[config.mk]
export PLATFORM = sky130hd
export DESIGN_NAME = serial_add_seq
export DESIGN_NICKNAME = d
export VERILOG_FILES = /design/src/rtl/serial_add_seq_pkg.sv /design/src/rtl/full_adder_gp.sv /design/src/rtl/serial_add_seq.sv
export SDC_FILE = /design/constraint.sdc
export NUM_CORES = 1
export LEC_CHECK = 0
export CORE_MARGIN = 2
export CORE_UTILIZATION = 45
export DETAILED_ROUTE_END_ITERATION = 7
export GPL_ROUTABILITY_DRIVEN = 0
export HOLD_SLACK_MARGIN = 0.15
export PLACE_DENSITY = 0.75
export RECOVER_POWER = 50
export REMOVE_ABC_BUFFERS = 1
export SKIP_LAST_GASP = 1
export SYNTH_ARGS = -nofsm -noshare
export SYNTH_HDL_FRONTEND = slang
export SYNTH_HIERARCHICAL = 1
export SYNTH_SLANG_ARGS = --single-unit
[constraint.sdc]
create_clock -name clk -period 2.6 [get_ports clk]
set_input_delay 0.39 -clock clk [delete_from_list [all_inputs] [get_ports clk]]
set_output_delay 0.39 -clock clk [all_outputs]
set_load 0.1 [all_outputs]
[src/rtl/serial_add_seq_pkg.sv]
// Shared ALU definitions: sequencer state encoding and sizing helpers.
package serial_add_seq_pkg;

    localparam int unsigned STATE_W = 2;

    // Sequencer states; encoding 2'd3 is unused and recovers to IDLE.
    typedef enum logic [STATE_W-1:0] {
        IDLE = 2'd0,
        RUN  = 2'd1,
        DONE = 2'd2
    } state_t;

    // Width of a bit-index counter that addresses 0..width-1.
    function automatic int unsigned idx_width(input int unsigned width);
        return (width < 2) ? 1 : $clog2(width);
    endfunction

endpackage

[src/rtl/full_adder_gp.sv]
// One-bit full adder that also exposes its generate and propagate terms.
module full_adder_gp (
    output logic s,
    output logic c,
    output logic g,
    output logic p,
    input  logic a,
    input  logic b,
    input  logic c0
);

    assign g = a & b;
    assign p = a ^ b;
    assign s = p ^ c0;
    assign c = g | (p & c0);

endmodule

[src/rtl/serial_add_seq.sv]
// Bit-serial adder: one full-adder cell walks the operands LSB-first,
// building the sum, the final carry and group generate/propagate.
module serial_add_seq
    import serial_add_seq_pkg::*;
#(
    parameter int unsigned WIDTH = 8
) (
    input  logic             clk,
    input  logic             rst,
    input  logic             start,
    input  logic [WIDTH-1:0] a,
    input  logic [WIDTH-1:0] b,
    input  logic             cin,
    output logic             ready,
    output logic             busy,
    output logic             done,
    output logic [WIDTH-1:0] sum,
    output logic             cout,
    output logic             g_all,
    output logic             p_all
);

    localparam int unsigned IDX_W = idx_width(WIDTH);
    localparam logic [IDX_W-1:0] LAST_IDX = IDX_W'(WIDTH - 1);

    state_t             state;
    logic [IDX_W-1:0]   idx;
    logic [WIDTH-1:0]   a_q;
    logic [WIDTH-1:0]   b_q;

    logic cell_s;
    logic cell_c;
    logic cell_g;
    logic cell_p;

    // Single shared adder cell; cout doubles as the running carry register.
    full_adder_gp u_cell (
        .s  (cell_s),
        .c  (cell_c),
        .g  (cell_g),
        .p  (cell_p),
        .a  (a_q[idx]),
        .b  (b_q[idx]),
        .c0 (cout)
    );

    // Sequencer, datapath registers and registered status outputs.
    always_ff @(posedge clk) begin
        if (rst) begin
            state <= IDLE;
            idx   <= '0;
            a_q   <= '0;
            b_q   <= '0;
            sum   <= '0;
            cout  <= 1'b0;
            g_all <= 1'b0;
            p_all <= 1'b0;
            ready <= 1'b1;
            busy  <= 1'b0;
            done  <= 1'b0;
        end else begin
            case (state)
                IDLE: begin
                    if (start) begin
                        a_q   <= a;
                        b_q   <= b;
                        cout  <= cin;
                        idx   <= '0;
                        sum   <= '0;
                        g_all <= 1'b0;
                        p_all <= 1'b1;
                        state <= RUN;
                        ready <= 1'b0;
                        busy  <= 1'b1;
                    end
                end
                RUN: begin
                    sum[idx] <= cell_s;
                    cout     <= cell_c;
                    g_all    <= cell_g | (cell_p & g_all);
                    p_all    <= cell_p & p_all;
                    if (idx == LAST_IDX) begin
                        state <= DONE;
                        busy  <= 1'b0;
                        done  <= 1'b1;
                    end else begin
                        idx <= idx + IDX_W'(1);
                    end
                end
                DONE: begin
                    state <= IDLE;
                    done  <= 1'b0;
                    ready <= 1'b1;
                end
                default: begin
                    state <= IDLE;
                    done  <= 1'b0;
                    busy  <= 1'b0;
                    ready <= 1'b1;
                end
            endcase
        end
    end

endmodule

==> impl_metrics.tcl, run 1 <==
set metrics [dict create \
    design_area_sq_um 1960 \
    cts_tree "done" \
    clock_latency_ns 0.33 \
    pre_cts_ws_ns 0.162 \
    ios 34 \
    final_hold_viol_count 0 \
    placed_area_sq_um 1930 \
    worstPathRequired_ns 2.88 \
    period_share_pct 95.0 \
    clock_sinks 35 \
    dr_total_vias 1391 \
    outcome "completed" \
    arrival_ns 2.75 \
    yosys-top-cells-area "dfxtp_1, nand2_1, a21oi_1" \
    syn_to_final_growth_pct 21.9 \
    worst_pin_slew_ns 1.18 \
    wl_per_cell_um 13.2 \
    finalHoldWorstSlack_ns 0.461 \
    maxCapViolCount 0 \
    stdcell_count 262 \
    crit_end "sum[0]" \
    grt_first_pass_wirelength_um 5970 \
    slowest_stage "mux4_1" \
    powerDensity_nw_per_um2 569 \
    p_leak_nw 0.720 \
    avgSynthCellArea_sq_um 8.79 \
    rows 21 \
    cts_root_buf "clkbuf_4" \
    port_buffers 33 \
    antenna_found_initial 0 \
    die-area_sq_um 4070 \
    nFillCells 315 \
    gr-total-overflow 0 \
    dieWidth_um 63.8 \
    die_h_um 63.8 \
    hp-class "flop to flop" \
    insertedDiodeCount 0 \
    synth_flop_cell "dfxtp_1" \
    htreeDepth 2 \
    via_per_inst 5.31 \
    synth_cell_types 41 \
    holdBufCountCts 0 \
    place_hpwl_um 2520 \
    clock.fmax_mhz 405 \
    worstReg2RegEnd "sum[0]" \
    gr-usage-all-layers_pct 19.0 \
    yosysTopAreaCellShare_pct 43.6 \
    grt_pass1_vias 1302 \
    synth.largest_area_cell "dfxtp_1" \
    max_slew_margin_pct 21.4 \
    cts.clk_slew.worst_paths_ns 0.10 \
    endpoint_kind "flop" \
    cts_buffers 5 \
    syn-instance-count 183 \
    layout-drive-gt1-share_pct 12.0 \
    rsz0062_at_grt "no" \
    worst_clock_skew_ns 0.00438 \
    synth_edf_count 0 \
    path_max_fanout 8 \
    fin_crit_ns 2.47 \
    ff2ff_path_depth 6 \
    seq_area_frac_synth_pct 43.6 \
    wirelength_um 3450 \
    setup_slack_ns 0.131 \
    cpPeakStageDelay_ns 0.56 \
    grt_max_degree 29 \
    crit_type "flop to flop" \
    setup_viol 0 \
    final_nets 239 \
    crit_path_start_kind "flop" \
    synth_warnings 6 \
    clock_path_buffers 2 \
    place_inst 254 \
    core_area_sq_um 3390 \
    initial_core_util_pct 47.4 \
    ys_ff_latch 35 \
    ir_drop_mv 0.306 \
    dr.pass1.iters 6 \
    rr_startpoint "idx[0]" \
    min-delay-start "b_q[1]" \
    drtIter0Drc 90 \
    postRouteAntennaNets 0 \
    cp-startpoint "idx[0]" \
    r2r_slack_ns 0.13 \
    post-route-drc-count 0 \
    slew_violations 0 \
    path_cells "mux4_1 > mux2_2 > fa_1 > nand2b_1 > nor4_2 > a31o_1" \
    tns_ns 0 \
    synth_area_sq_um 1610 \
    synthArstFlopShare_pct 0 \
]
layout by cell type, fill, tap and decap left out, types with 3 or more instances in the layout:
master / n
a31o_2: 6
nand3_1: 6
nand2_1: 41
dfxtp_1: 33
a21oi_1: 23
nor3_1: 7
or3b_1: 3
clkbuf_4: 5
nand2b_1: 5
clkbuf_1: 16
mux2_2: 3
buf_4: 3
nor2b_1: 3
nor2_1: 4
o21ai_0: 3
clkdlybuf4s50_1: 18
ha_1: 3
routing by layer:
layer / global-route usage [%] / part of all wire [%] / wire length [um] / up-vias
li1: - / - / - / 713
met1: 21.5 / 43 / 1470 / 642
met2: 33.3 / 51 / 1760 / 30
met3: 5.81 / 4.8 / 167 / 6
met4: 7.34 / 1.5 / 52 / 0
met5: 0 / 0 / 0 / -
cells by family (layout without fill, tap and decap cells):
family	count (synthesis)	after routing	share of synthesized area, %
multiplexers	6	6	5.99
AO/OA/AOI/OAI	42	42	16.5
flip-flops	35	35	43.6
buffers and inverters	15	48	4.75
adder cells (fa/ha/maj)	4	4	3.58
AND/OR/NAND/NOR	81	81	25.6
registers in the layout, summed over array words and instances, names as in the netlist, 2 cells and up:
| signal | flops |
|---|---|
| a_q | 8 |
| b_q | 8 |
| idx | 3 |
| state | 2 |
| sum | 8 |
cell usage after synthesis, types with 2 or more instances:
cell / instances
nor4_1: 2
dfxtp_1: 35
inv_1: 2
buf_2: 7
nor2_1: 4
nor2b_1: 3
nor3_1: 7
mux4_1: 2
o21ai_0: 3
clkbuf_1: 3
or3b_1: 3
nand2_1: 41
a31o_2: 6
nand3_1: 6
nor3b_1: 2
a31o_1: 2
a21oi_1: 23
ha_1: 3
nand2b_1: 5
mux2_2: 3
report_power, final:
part | total, mW | internal [mW] | switching, mW
logic | 0.205 | 0.0753 | 0.130
clock network | 0.328 | 0.159 | 0.169
registers | 0.582 | 0.562 | 0.0203
worst max-delay path: cells and delay by family (launching register included):
kind,cells,cell delay [ns]
multiplexers,2,0.87
AO/OA/AOI/OAI,1,0.14
adder cells (fa/ha/maj),1,0.54
AND/OR/NAND/NOR,2,0.50
flip-flops,1,0.38
final cells by class:
| class | count | area (sq um) | area share, % |
|---|---|---|---|
| multi-input combinational | 133 | 843 | 43.0 |
| sequential | 35 | 703 | 35.9 |
| timing repair buffer | 38 | 280 | 14.3 |
| clock buffer | 8 | 68.8 | 3.51 |
| tap | 46 | 57.6 | 2.94 |
| inverter | 2 | 7.51 | 0.383 |
metrics by stage:
stage | total power, mW | util, %
4_1_cts | 1.13 | 59.0
2_1_floorplan | 0.725 | -
3_5_place_dp | 0.803 | 56.9
6_report | 1.12 | 57.8
5_1_grt | 1.18 | 57.8
3_3_place_gp | 0.795 | 56.9
worst min path at each step:
stage,to,slack [ns],cells past startpoint
finish,b_q[1],0.46,2
global route,a_q[7],0.49,2
CTS,b_q[1],0.46,2
detailed placement,b_q[1],0.45,2
global placement,b_q[6],0.45,2
floorplan,a_q[1],0.43,2
timing repair:
action	CTS	global route
buffers inserted	0	0
gates resized for setup	0	5
endpoints found under the setup margin	0	3
(Power assumes the default switching activity.)
==> run 2: changes to the inputs <==
--- a/config.mk
+++ b/config.mk
@@ -5,7 +5,7 @@
 export SDC_FILE = /design/constraint.sdc
 export NUM_CORES = 1
 export LEC_CHECK = 0
-export CORE_MARGIN = 2
+export CORE_MARGIN = 1.5
 export CORE_UTILIZATION = 45
 export DETAILED_ROUTE_END_ITERATION = 7
 export GPL_ROUTABILITY_DRIVEN = 0
@@ -18,3 +18,4 @@
 export SYNTH_HDL_FRONTEND = slang
 export SYNTH_HIERARCHICAL = 1
 export SYNTH_SLANG_ARGS = --single-unit
+export TNS_END_PERCENT = 1
==> impl_metrics.tcl, run 2 (same netlist as run 1, synthesis figures left out) <==
set metrics [dict create \
    cts_tree "done" \
    nFillCells 311 \
    r2r_slack_ns 0.18 \
    hold_end "b_q[1]" \
    multi_input_area_sq_um 837 \
    critical_path_buf_inv_count 0 \
    clock_latency_ns 0.35 \
    arrival_ns 2.73 \
    fin_crit_ns 2.42 \
    hp-class "flop to flop" \
    period_share_pct 93.2 \
    insertedDiodeCount 0 \
    p_clk_share_pct 30.5 \
    grt_first_pass_wirelength_um 5820 \
    crit_type "flop to flop" \
    dieWidth_um 62.8 \
    p_sw_share_pct 29.7 \
    seqCellArea_sq_um 701 \
    endpoint_kind "flop" \
    holdPathStages 2 \
    final_hold_viol_count 0 \
    postRouteAntennaNets 0 \
    gr-usage-all-layers_pct 19.0 \
    tns_ns 0 \
    core_area_sq_um 3390 \
    cts_root_buf "clkbuf_4" \
    p_leak_nw 0.720 \
    cpPeakStageDelay_ns 0.55 \
    antenna_found_initial 0 \
    p_switching_mw 0.335 \
    internal_power_mw 0.795 \
    cts_buffers 5 \
    ff2ff_path_depth 6 \
    wl_per_cell_um 13.1 \
    post-cts-setup-buffer-count 0 \
    initial_core_util_pct 47.4 \
    place_hpwl_um 2490 \
    clock_path_buffers 2 \
    clock_sinks 35 \
    grt_max_degree 29 \
    via_per_inst 5.35 \
    slew_violations 0 \
    cts.clk_slew.worst_paths_ns 0.11 \
    rsz0062_at_grt "yes" \
    wirelength_um 3440 \
    finalPower_mw 1.13 \
    drtIter0Drc 84 \
    worstPathRequired_ns 2.91 \
    most-common-layout-cells "nand2_1, dfxtp_1, a21oi_1" \
    port_buffers 33 \
    syn_to_final_growth_pct 21.6 \
    crit_path_start_kind "flop" \
    power_frac_seq_pct 51.5 \
    dr_total_vias 1402 \
    rows 21 \
    gr-total-overflow 0 \
    rr_startpoint "idx[0]" \
    worst_pin_slew_ns 1.17 \
    grt_pass1_vias 1321 \
    min-delay-start "b_q[1]" \
    path_max_fanout 8 \
    share_comb_of_total_power_pct 18.0 \
    die_h_um 62.8 \
    slowest_stage "mux4_1" \
    dr.pass1.iters 4 \
    post-route-drc-count 0 \
    htreeDepth 2 \
    final_common_cell "nand2_1" \
    final_core_util_pct 57.7 \
    ir_drop_mv 0.313 \
    cp_top_family "multiplexers" \
    ios 34 \
    die-area_sq_um 3940 \
    worst_clock_skew_ns 0.0158 \
    outcome "completed" \
    path_cells "mux4_1 > mux2_2 > fa_1 > nand2b_1 > nor3_1 > a31o_2" \
    clock.fmax_mhz 413 \
    largest_registers "a_q (8), b_q (8), sum (8)" \
    max_slew_margin_pct 22.2 \
    worstReg2RegEnd "sum[7]" \
    maxCapViolCount 0 \
    setup_viol 0 \
    finalHoldWorstSlack_ns 0.463 \
    powerDensity_nw_per_um2 578 \
    final_nets 239 \
    layout-drive-gt1-share_pct 11.6 \
]
run 2: power groups by stage:
stage	Sequential, mW	Clock [mW]	Combinational, mW
finish	0.582	0.345	0.204
detailed placement	0.594	0	0.209
floorplan	0.645	0	0.0797
global placement	0.592	0	0.203
CTS	0.582	0.349	0.209
global route	0.586	0.373	0.221
run 2: timing repair:
action / in CTS / in global routing
endpoints found under the setup margin: 0 / 1
hold endpoints to repair: 0 / 0
gates resized for setup: 0 / 1
hold buffers: 0 / 0
run 2: worst max-delay path by stage:
stage / slack (ns) / cells past startpoint / to / from
after floorplan: 0.04 / 6 / sum[4] / idx[0]
after global placement: 0.24 / 6 / sum[4] / idx[0]
after detailed placement: 0.19 / 6 / sum[7] / idx[0]
after CTS: 0.17 / 6 / sum[7] / idx[0]
after global routing: -0.02 / 7 / sum[4] / idx[1]
final: 0.18 / 6 / sum[7] / idx[0]
run 2: area by class of cell:
cell class	count	area share, %
clock buffer	7	3.33
clock inverter	1	0.384
inverter	2	0.384
multi-input combinational	133	42.8
sequential	35	35.8
tap	46	2.94
timing repair buffer	38	14.3
run 2: layer usage:
layer	track usage (%)	up-vias	share of wire [%]
li1	-	707	-
met1	21.8	660	44
met2	32.8	28	50
met3	4.32	7	4.2
met4	10.0	0	2.2
met5	0	-	0
run 2: through the flow:
stage / setup WS, ns / area [sq um] / cells
6_report: 0.176 / 1960 / 262
3_3_place_gp: 0.242 / 1930 / 254
3_5_place_dp: 0.188 / 1930 / 254
5_1_grt: -0.0151 / 1960 / 262
4_1_cts: 0.173 / 2000 / 262
2_1_floorplan: 0.0417 / 1540 / 170
run 2: tightest hold or removal path: cells and delay by family (launching register included):
kind	cells	cell delay, ns
AND/OR/NAND/NOR	1	0.05
AO/OA/AOI/OAI	1	0.05
flip-flops	1	0.33
